### src/rtl/triad_decoder.sv
// Serial comparator triad decoder: one 3-bit triad FSM per distrip, with each decoded halfstrip held persist+1 clocks.
// Define TRIAD_SKIP_CNT_EN to build the saturating 16-bit triad_skip_cnt; otherwise it is tied to 0.
module triad_decoder #(
  parameter int NDISTRIPS = 8,
  parameter int PERSIST_W = 4
) (
  input  logic                   clock,
  input  logic                   reset,
  input  logic [NDISTRIPS-1:0]   triad_in,
  input  logic [PERSIST_W-1:0]   persist,
  input  logic                   skip_cnt_rst,
  output logic [4*NDISTRIPS-1:0] halfstrips,
  output logic [NDISTRIPS-1:0]   triad_skip,
  output logic [15:0]            triad_skip_cnt
);

  localparam logic [1:0] IDLE  = 2'd0;
  localparam logic [1:0] STRIP = 2'd1;
  localparam logic [1:0] HSBIT = 2'd2;
  localparam logic [1:0] BUSY  = 2'd3;

  for (genvar d = 0; d < NDISTRIPS; d++) begin : g_distrip
    logic [1:0]           state_q, state_d;
    logic [PERSIST_W-1:0] cnt_q, cnt_d;
    logic                 strip_q, strip_d;
    logic                 hs_q, hs_d;
    logic [3:0]           hits_q, hits_d;
    logic                 skip_q, skip_d;

    always_comb begin
      state_d = state_q;
      cnt_d   = cnt_q;
      strip_d = strip_q;
      hs_d    = hs_q;
      skip_d  = 1'b0;
      hits_d  = '0;
      // The hit register trails the FSM by one edge, so BUSY drives it.
      if (state_q == BUSY) hits_d[{strip_q, hs_q}] = 1'b1;
      case (state_q)
        IDLE: begin
          if (triad_in[d]) state_d = STRIP;
        end
        STRIP: begin
          strip_d = triad_in[d];
          state_d = HSBIT;
        end
        HSBIT: begin
          hs_d    = triad_in[d];
          cnt_d   = persist;
          state_d = BUSY;
        end
        default: begin
          skip_d = triad_in[d];
          if (cnt_q == '0) state_d = IDLE;
          else             cnt_d   = cnt_q - PERSIST_W'(1);
        end
      endcase
    end

    always_ff @(posedge clock) begin
      if (!reset) begin
        state_q <= IDLE;
        cnt_q   <= '0;
        strip_q <= 1'b0;
        hs_q    <= 1'b0;
        hits_q  <= '0;
        skip_q  <= 1'b0;
      end else begin
        state_q <= state_d;
        cnt_q   <= cnt_d;
        strip_q <= strip_d;
        hs_q    <= hs_d;
        hits_q  <= hits_d;
        skip_q  <= skip_d;
      end
    end

    assign halfstrips[4*d +: 4] = hits_q;
    assign triad_skip[d]        = skip_q;
  end

`ifdef TRIAD_SKIP_CNT_EN
  logic [15:0] skip_cnt_q, skip_cnt_d;
  logic [16:0] skip_sum;

  always_comb begin
    skip_sum = {1'b0, skip_cnt_q};
    for (int unsigned i = 0; i < NDISTRIPS; i++) begin
      skip_sum = skip_sum + 17'(triad_skip[i]);
    end
    if (skip_cnt_rst)     skip_cnt_d = '0;
    else if (skip_sum[16]) skip_cnt_d = '1;
    else                  skip_cnt_d = skip_sum[15:0];
  end

  always_ff @(posedge clock) begin
    if (!reset) skip_cnt_q <= '0;
    else        skip_cnt_q <= skip_cnt_d;
  end

  assign triad_skip_cnt = skip_cnt_q;
`else
  logic unused_skip_cnt_rst;
  assign unused_skip_cnt_rst = skip_cnt_rst;
  assign triad_skip_cnt      = '0;
`endif

endmodule

### config.mk
export PLATFORM = sky130hd
export DESIGN_NAME = triad_decoder
export DESIGN_NICKNAME = d
export VERILOG_FILES = /design/src/rtl/triad_decoder.sv
export SDC_FILE = /design/constraint.sdc
export NUM_CORES = 1
export LEC_CHECK = 0
export CORE_AREA = 5 5 100 111
export CTS_CLUSTER_SIZE = 24
export DETAILED_ROUTE_END_ITERATION = 16
export DIE_AREA = 0 0 105 116
export GPL_ROUTABILITY_DRIVEN = 0
export GPL_TIMING_DRIVEN = 0
export PLACE_DENSITY = 0.82
export RECOVER_POWER = 50
export SETUP_SLACK_MARGIN = 0.4
export SLEW_MARGIN = 20
export SYNTH_ARGS = -nofsm -noshare
export SYNTH_HDL_FRONTEND = slang
export SYNTH_SLANG_ARGS = --single-unit
### constraint.sdc
create_clock -name clock -period 2.05 [get_ports clock]
set_input_delay 0.205 -clock clock [delete_from_list [all_inputs] [get_ports clock]]
set_output_delay 0.205 -clock clock [all_outputs]
set_load 0.02 [all_outputs]
==> impl_metrics.env, run 1 <==
export IMPL_wl_per_cell_um=15.6
export IMPL_reg2reg_to="g_distrip[2].cnt_q[0]"
export IMPL_synthCells=589
export IMPL_fp_dieH_um=116
export IMPL_dp_hpwl_um=8610
export IMPL_grt_antenna_before_repair=0
export IMPL_p_leak_uw=0.00254
export IMPL_postLayoutCellArea_um2=6330
export IMPL_finalWirelength_um=12400
export IMPL_min_from="reset"
export IMPL_grt_total_usage=0.199
export IMPL_avgViaCountPerCell=5.65
export IMPL_ys_seq_elements=104
export IMPL_cp_arrival_ns=1.91
export IMPL_relSlewSlack=0.504
export IMPL_outcome="finished clean"
export IMPL_htree_levels=3
export IMPL_drc_errors=0
export IMPL_final_common_cell="dfxtp_1"
export IMPL_num_antenna_cells=0
export IMPL_yosysWarnings=0
export IMPL_cp_top_family="simple AND/OR/NAND/NOR gates"
export IMPL_finalClockSkew_ns=0.0115
export IMPL_clk_insertion_delay_late_ns=0.38
export IMPL_die_x_um=105
export IMPL_clock_sinks=104
export IMPL_start_kind="flip-flop"
export IMPL_synth_fa_ha_area_frac=0.0978
export IMPL_grt_pass1_wl_um=19800
export IMPL_synthXorXnorAreaFrac=0
export IMPL_vias=4486
export IMPL_num_nets_final=725
export IMPL_dieArea_um2=12200
export IMPL_layout_common_cells="96 x dfxtp_1, 52 x nor2_1, 45 x inv_1"
export IMPL_port_buffers=51
export IMPL_cts_buffers=9
export IMPL_place_ws_ns=0.263
export IMPL_synth_edff_count=0
export IMPL_finalMaxSlewViolations=0
export IMPL_critical_path_reg2reg_startpoint="g_distrip[2].state_q[0]"
export IMPL_cp_max_fo=5
export IMPL_ys_seq_area_frac=0.397
export IMPL_cts_tree="built"
export IMPL_tightest_slew_ns=0.744
export IMPL_synth_distinct_cells=47
export IMPL_crit_required_ns=2.30
export IMPL_crit_start="g_distrip[2].state_q[0]"
export IMPL_finalSetupViolCount=0
export IMPL_synth_ff_type="dfxtp_1"
export IMPL_area_growth_pct=20.8
export IMPL_rsz0062_at_grt="yes"
export IMPL_period_minus_slack_ns=1.66
export IMPL_cp_cell_sequence="inv_1 > ha_2 > or4b_4 > a21oi_2 > a311oi_2"
export IMPL_synth_compound_area_frac=0.147
export IMPL_setup_tns_ns=0
export IMPL_grt_max_degree=17
export IMPL_layout_drive_gt1_share=0.151
export IMPL_clock_fmax_ghz=0.601
export IMPL_hp_class="in2reg"
export IMPL_first_global_vias=4413
export IMPL_clock_path_buffers=2
export IMPL_clk_pin_slew_ns=0.10
export IMPL_drtAntennaViolNets=0
export IMPL_synth_area_um2=5240
export IMPL_rr_worst_depth=5
export IMPL_cp_end_kind="flip-flop"
export IMPL_min_to="g_distrip[5].state_q[0]"
export IMPL_post_dp_cell_area_um2=5960
export IMPL_synth_top_family_by_area="simple AND/OR/NAND/NOR gates"
export IMPL_r2r_slack_ns=0.39
export IMPL_path_buf_inv=1
export IMPL_overflow=0
export IMPL_fin_crit_sh=0.812
export IMPL_start_util=0.535
export IMPL_rows=38
export IMPL_synth_simple_area_share=0.216
export IMPL_cts_root_buf="clkbuf_8"
export IMPL_power_density_nw_per_um2=1520
export IMPL_critPathKind="reg2reg"
export IMPL_slowest_stage="or4b_4"
export IMPL_vdd_drop_max_uv=609
export IMPL_max_cap_viol_count=0
export IMPL_yosys_mux_area_fraction=0.0515
export IMPL_hold_violations=0
export IMPL_min_path_cells=4
export IMPL_drt_first_pass_iters=4
export IMPL_ios=71
export IMPL_core_area_um2=9790
export IMPL_drtIter0Drc=189
export IMPL_syn_area_per_cell_um2=8.90
export IMPL_max_stage_delay_ns=0.54
export IMPL_synth_async_sr_flop_share=0
export IMPL_worst_slack_ns=0.385
## worst max-delay path by stage
stage	end	slack, ns	cells past startpoint
2_1_floorplan	g_distrip[6].cnt_q[0]	0.43	6
3_3_place_gp	g_distrip[1].cnt_q[0]	0.32	5
3_5_place_dp	g_distrip[1].cnt_q[0]	0.26	5
4_1_cts	g_distrip[6].cnt_q[0]	0.38	6
5_1_grt	g_distrip[3].cnt_q[2]	0.31	6
6_report	g_distrip[2].cnt_q[0]	0.39	5
## area by class of cell
type / count / area, um^2
flip-flops and latches: 104 / 2100
clock buffers: 12 / 155
fillers: 786 / 3460
repair buffers: 54 / 519
inverters: 45 / 169
clock inverters: 4 / 28.8
plain buffers: 50 / 308
multi-input cells: 405 / 2910
well taps: 120 / 150
## cells in the mapped netlist, types with 4 or more instances
library cell / instances / area share
mux2i_1: 27 / 0.052
nor2b_1: 6 / 0.0072
or4b_1: 6 / 0.011
o31a_1: 7 / 0.012
or3b_2: 7 / 0.012
nand2_1: 38 / 0.027
clkbuf_1: 15 / 0.011
o31ai_1: 7 / 0.010
o21ai_0: 11 / 0.010
nor3_1: 25 / 0.024
a311oi_1: 12 / 0.020
buf_4: 25 / 0.036
and4_1: 4 / 0.0067
nor4_1: 8 / 0.0095
a31oi_1: 5 / 0.0060
a21oi_1: 34 / 0.032
o211ai_1: 4 / 0.0057
dfxtp_1: 104 / 0.40
nor2_1: 58 / 0.042
inv_1: 45 / 0.032
and3_1: 5 / 0.0060
nand3_1: 7 / 0.0067
ha_1: 41 / 0.098
and2_1: 8 / 0.0095
or3_1: 4 / 0.0048
o32ai_1: 5 / 0.0084
nand2b_1: 8 / 0.0095
o2111ai_1: 10 / 0.017
nor4bb_1: 4 / 0.0076
nor3b_1: 13 / 0.019
buf_1: 5 / 0.0036
o22ai_1: 6 / 0.0072
## routing by layer
| metal | share of wire | vias to the layer above | GRT usage |
|---|---|---|---|
| met5 | 0 | - | 0 |
| met4 | 0.025 | 0 | 0.105 |
| met3 | 0.049 | 25 | 0.0351 |
| met2 | 0.52 | 107 | 0.359 |
| met1 | 0.41 | 2143 | 0.224 |
| li1 | - | 2211 | - |
## worst reg2reg max path: cells and delay by family (launching register included)
| kind | cells | cell delay, ns |
|---|---|---|
| AND/OR/NAND/NOR | 1 | 0.54 |
| AO/OA/AOI/OAI | 2 | 0.28 |
| adder cells (fa/ha/maj) | 1 | 0.22 |
| flip-flops | 1 | 0.41 |
| buffers and inverters | 1 | 0.09 |
## cell families after synthesis
logic type      count (synthesis)
fa+ha+maj                      41
other cells                     1
flops                         104
compound gates                112
simple gates                  209
mux                            27
buf+inv                        95
## through the flow
stage	power, uW	utilization	instances	hold slack, ns
finish	9640	0.647	794	0.415
global route	10400	0.647	794	0.439
CTS	9090	0.632	793	0.419
detailed placement	7760	0.609	775	0.455
global placement	7450	0.609	775	0.442
floorplan	6750	-	604	0.323
## registers in the layout, summed over array words and instances (netlist names)
name               count
g_distrip.skip_q       8
g_distrip.cnt_q       32
g_distrip.strip_q      8
g_distrip.state_q     16
g_distrip.hits_q      32
g_distrip.hs_q         8
## what timing repair did
item	CTS	global route
setup buffers	2	1
hold buffers	0	0
pin swaps	1	8
resized for setup	14	56
endpoints found under the setup margin	28	40
## power by group
part | total (uW) | switching [uW] | internal [uW]
clock | 1210 | 698 | 509
sequential | 3170 | 598 | 2570
combinational | 5270 | 2810 | 2450
total | 9640 | 4110 | 5530
Note: power is estimated with default switching activity, not from simulation.
==> inputs of run 2 (changes only) <==
- CORE_AREA: 5 5 100 111 -> 5 5 104 116
- DIE_AREA: 0 0 105 116 -> 0 0 109 121
- PLACE_DENSITY: 0.82 -> 0.79
- clock period: 2.05 -> 1.5 ns (I/O delays scaled with it)
==> impl_metrics.env, run 2 (synthesis gave the netlist of run 1 again) <==
export IMPL_finalMaxSlewViolations=0
export IMPL_max_cap_viol_count=0
export IMPL_critPathKind="reg2reg"
export IMPL_grt_max_degree=19
export IMPL_cp_arrival_ns=1.86
export IMPL_hp_class="in2reg"
export IMPL_p_seq_frac=0.225
export IMPL_dieArea_um2=13200
export IMPL_drt_first_pass_iters=5
export IMPL_rsz0062_at_grt="yes"
export IMPL_core_area_um2=10800
export IMPL_post_dp_cell_area_um2=6550
export IMPL_vias=5288
export IMPL_start_kind="flip-flop"
export IMPL_cp_end_kind="flip-flop"
export IMPL_drc_errors=0
export IMPL_clock_path_buffers=2
export IMPL_finalSetupViolCount=16
export IMPL_port_buffers=51
export IMPL_finalClockSkew_ns=0.0102
export IMPL_dp_hpwl_um=8930
export IMPL_cts_buffers=9
export IMPL_multi_input_area_um2=3970
export IMPL_postLayoutCellArea_um2=8260
export IMPL_drtAntennaViolNets=0
export IMPL_p_leak_uw=0.00314
export IMPL_crit_required_ns=1.73
export IMPL_clk_insertion_delay_late_ns=0.36
export IMPL_final_common_cell="dfxtp_1"
export IMPL_clock_fmax_ghz=0.615
export IMPL_fp_dieH_um=121
export IMPL_stdcell_count=893
export IMPL_grt_most_used_layer="met2"
export IMPL_clk_pin_slew_ns=0.08
export IMPL_worst_slack_ns=-0.127
export IMPL_pwr_share_clk=0.113
export IMPL_vdd_drop_max_uv=1120
export IMPL_rr_worst_depth=5
export IMPL_outcome="finished with violations"
export IMPL_clock_sinks=104
export IMPL_hold_buffers=0
export IMPL_internal_power_uw=11700
export IMPL_place_ws_ns=-0.203
export IMPL_fillers=645
export IMPL_grt_antenna_before_repair=0
export IMPL_grt_total_usage=0.241
export IMPL_grt_pass1_wl_um=25200
export IMPL_overflow=0
export IMPL_ios=71
export IMPL_top_regs="g_distrip.cnt_q (32), g_distrip.hits_q (32), g_distrip.state_q (16)"
export IMPL_min_path_cells=3
export IMPL_p_sw_frac=0.430
export IMPL_wl_per_cell_um=20.1
export IMPL_die_x_um=109
export IMPL_use_met1=0.275
export IMPL_drtIter0Drc=269
export IMPL_layout_drive_gt1_share=0.496
export IMPL_finalWirelength_um=18000
export IMPL_period_minus_slack_ns=1.63
export IMPL_start_util=0.487
export IMPL_switchingPower_uw=8860
export IMPL_tightest_slew_ns=0.879
export IMPL_relSlewSlack=0.414
export IMPL_violations="negative setup slack"
export IMPL_r2r_slack_ns=-0.13
export IMPL_num_antenna_cells=0
export IMPL_first_global_vias=5071
export IMPL_grt_met2_usage=0.430
export IMPL_p_comb_frac=0.662
export IMPL_dp_cells=802
export IMPL_cts_root_buf="clkbuf_16"
export IMPL_num_nets_final=797
export IMPL_area_growth_pct=57.4
export IMPL_rows=40
export IMPL_fin_crit_sh=1.08
export IMPL_whs_ns=0.461
export IMPL_layout_common_cells="74 x dfxtp_1, 71 x buf_4, 43 x nor2_1"
export IMPL_avgViaCountPerCell=5.92
export IMPL_hold_violations=0
export IMPL_cts_tree="built"
export IMPL_power_density_nw_per_um2=2490
export IMPL_use_met3=0.0410
export IMPL_seq_area_um2=2150
export IMPL_htree_levels=3
export IMPL_cp_max_fo=5
-- run 2: changes by cell type in the layout (fill, tap and decap cells not counted), moves of 22 or more --
cell | before | now
buf_4 | 26 | 71
ha_4 | 3 | 33
inv_1 | 45 | 15
clkdlybuf4s50_1 | 39 | 11
ha_1 | 31 | 6
buf_6 | 1 | 25
dfxtp_1 | 96 | 74
-- run 2: stage by stage --
step            util  setup TNS [ns]  total power [uW]
3_3_place_gp   0.608           -1.63             12000
2_1_floorplan      -               0             10900
5_1_grt        0.767           -1.41             21600
4_1_cts        0.735         -0.0163             17900
3_5_place_dp   0.608           -2.61             12500
6_report       0.767          -0.697             20600
-- run 2: power by group through the flow --
| stage | Sequential, uW | Clock, uW | Combinational (uW) |
|---|---|---|---|
| after CTS | 4480 | 2300 | 11200 |
| after global routing | 4710 | 2470 | 14400 |
| after floorplan | 4360 | 0 | 6580 |
| after global placement | 4480 | 0 | 7560 |
| after detailed placement | 4550 | 0 | 7920 |
| final | 4620 | 2330 | 13600 |
-- run 2: worst max-delay path: stages (launching register included) --
cell and delay (ns):
dfxtp_4 0.38, inv_4 0.05, ha_4 0.19, or4b_4 0.52, a31oi_1 0.28, a311oi_1 0.08
-- run 2: final cells by class --
| class | instances | share of cell area |
|---|---|---|
| Inverter | 45 | 0.0238 |
| Multi-Input combinational cell | 405 | 0.481 |
| Tap cell | 147 | 0.0223 |
| Timing Repair Buffer | 126 | 0.123 |
| Sequential cell | 104 | 0.261 |
| Buffer | 50 | 0.0533 |
| Clock buffer | 10 | 0.0289 |
| Clock inverter | 6 | 0.00621 |
-- run 2: metal layers --
| layer | up-vias | part of all wire |
|---|---|---|
| met1 | 2572 | 0.38 |
| met2 | 270 | 0.50 |
| met5 | - | 0 |
| met4 | 0 | 0.051 |
| li1 | 2362 | - |
| met3 | 84 | 0.068 |
-- run 2: what timing repair did --
item / CTS / global route
setup endpoints to repair: 110 / 105
setup buffers: 52 / 22
resized for setup: 278 / 108
gates cloned: 1 / 0
pin swaps: 49 / 45
-- run 2: path summary, 6_finish.rpt --
path | to | start
min reg2reg | g_distrip[3].hits_q[1] | g_distrip[3].strip_q
max | g_distrip[3].cnt_q[0] | g_distrip[3].state_q[0]
max reg2reg | g_distrip[3].cnt_q[0] | g_distrip[3].state_q[0]
min | g_distrip[5].skip_q | triad_in[5]
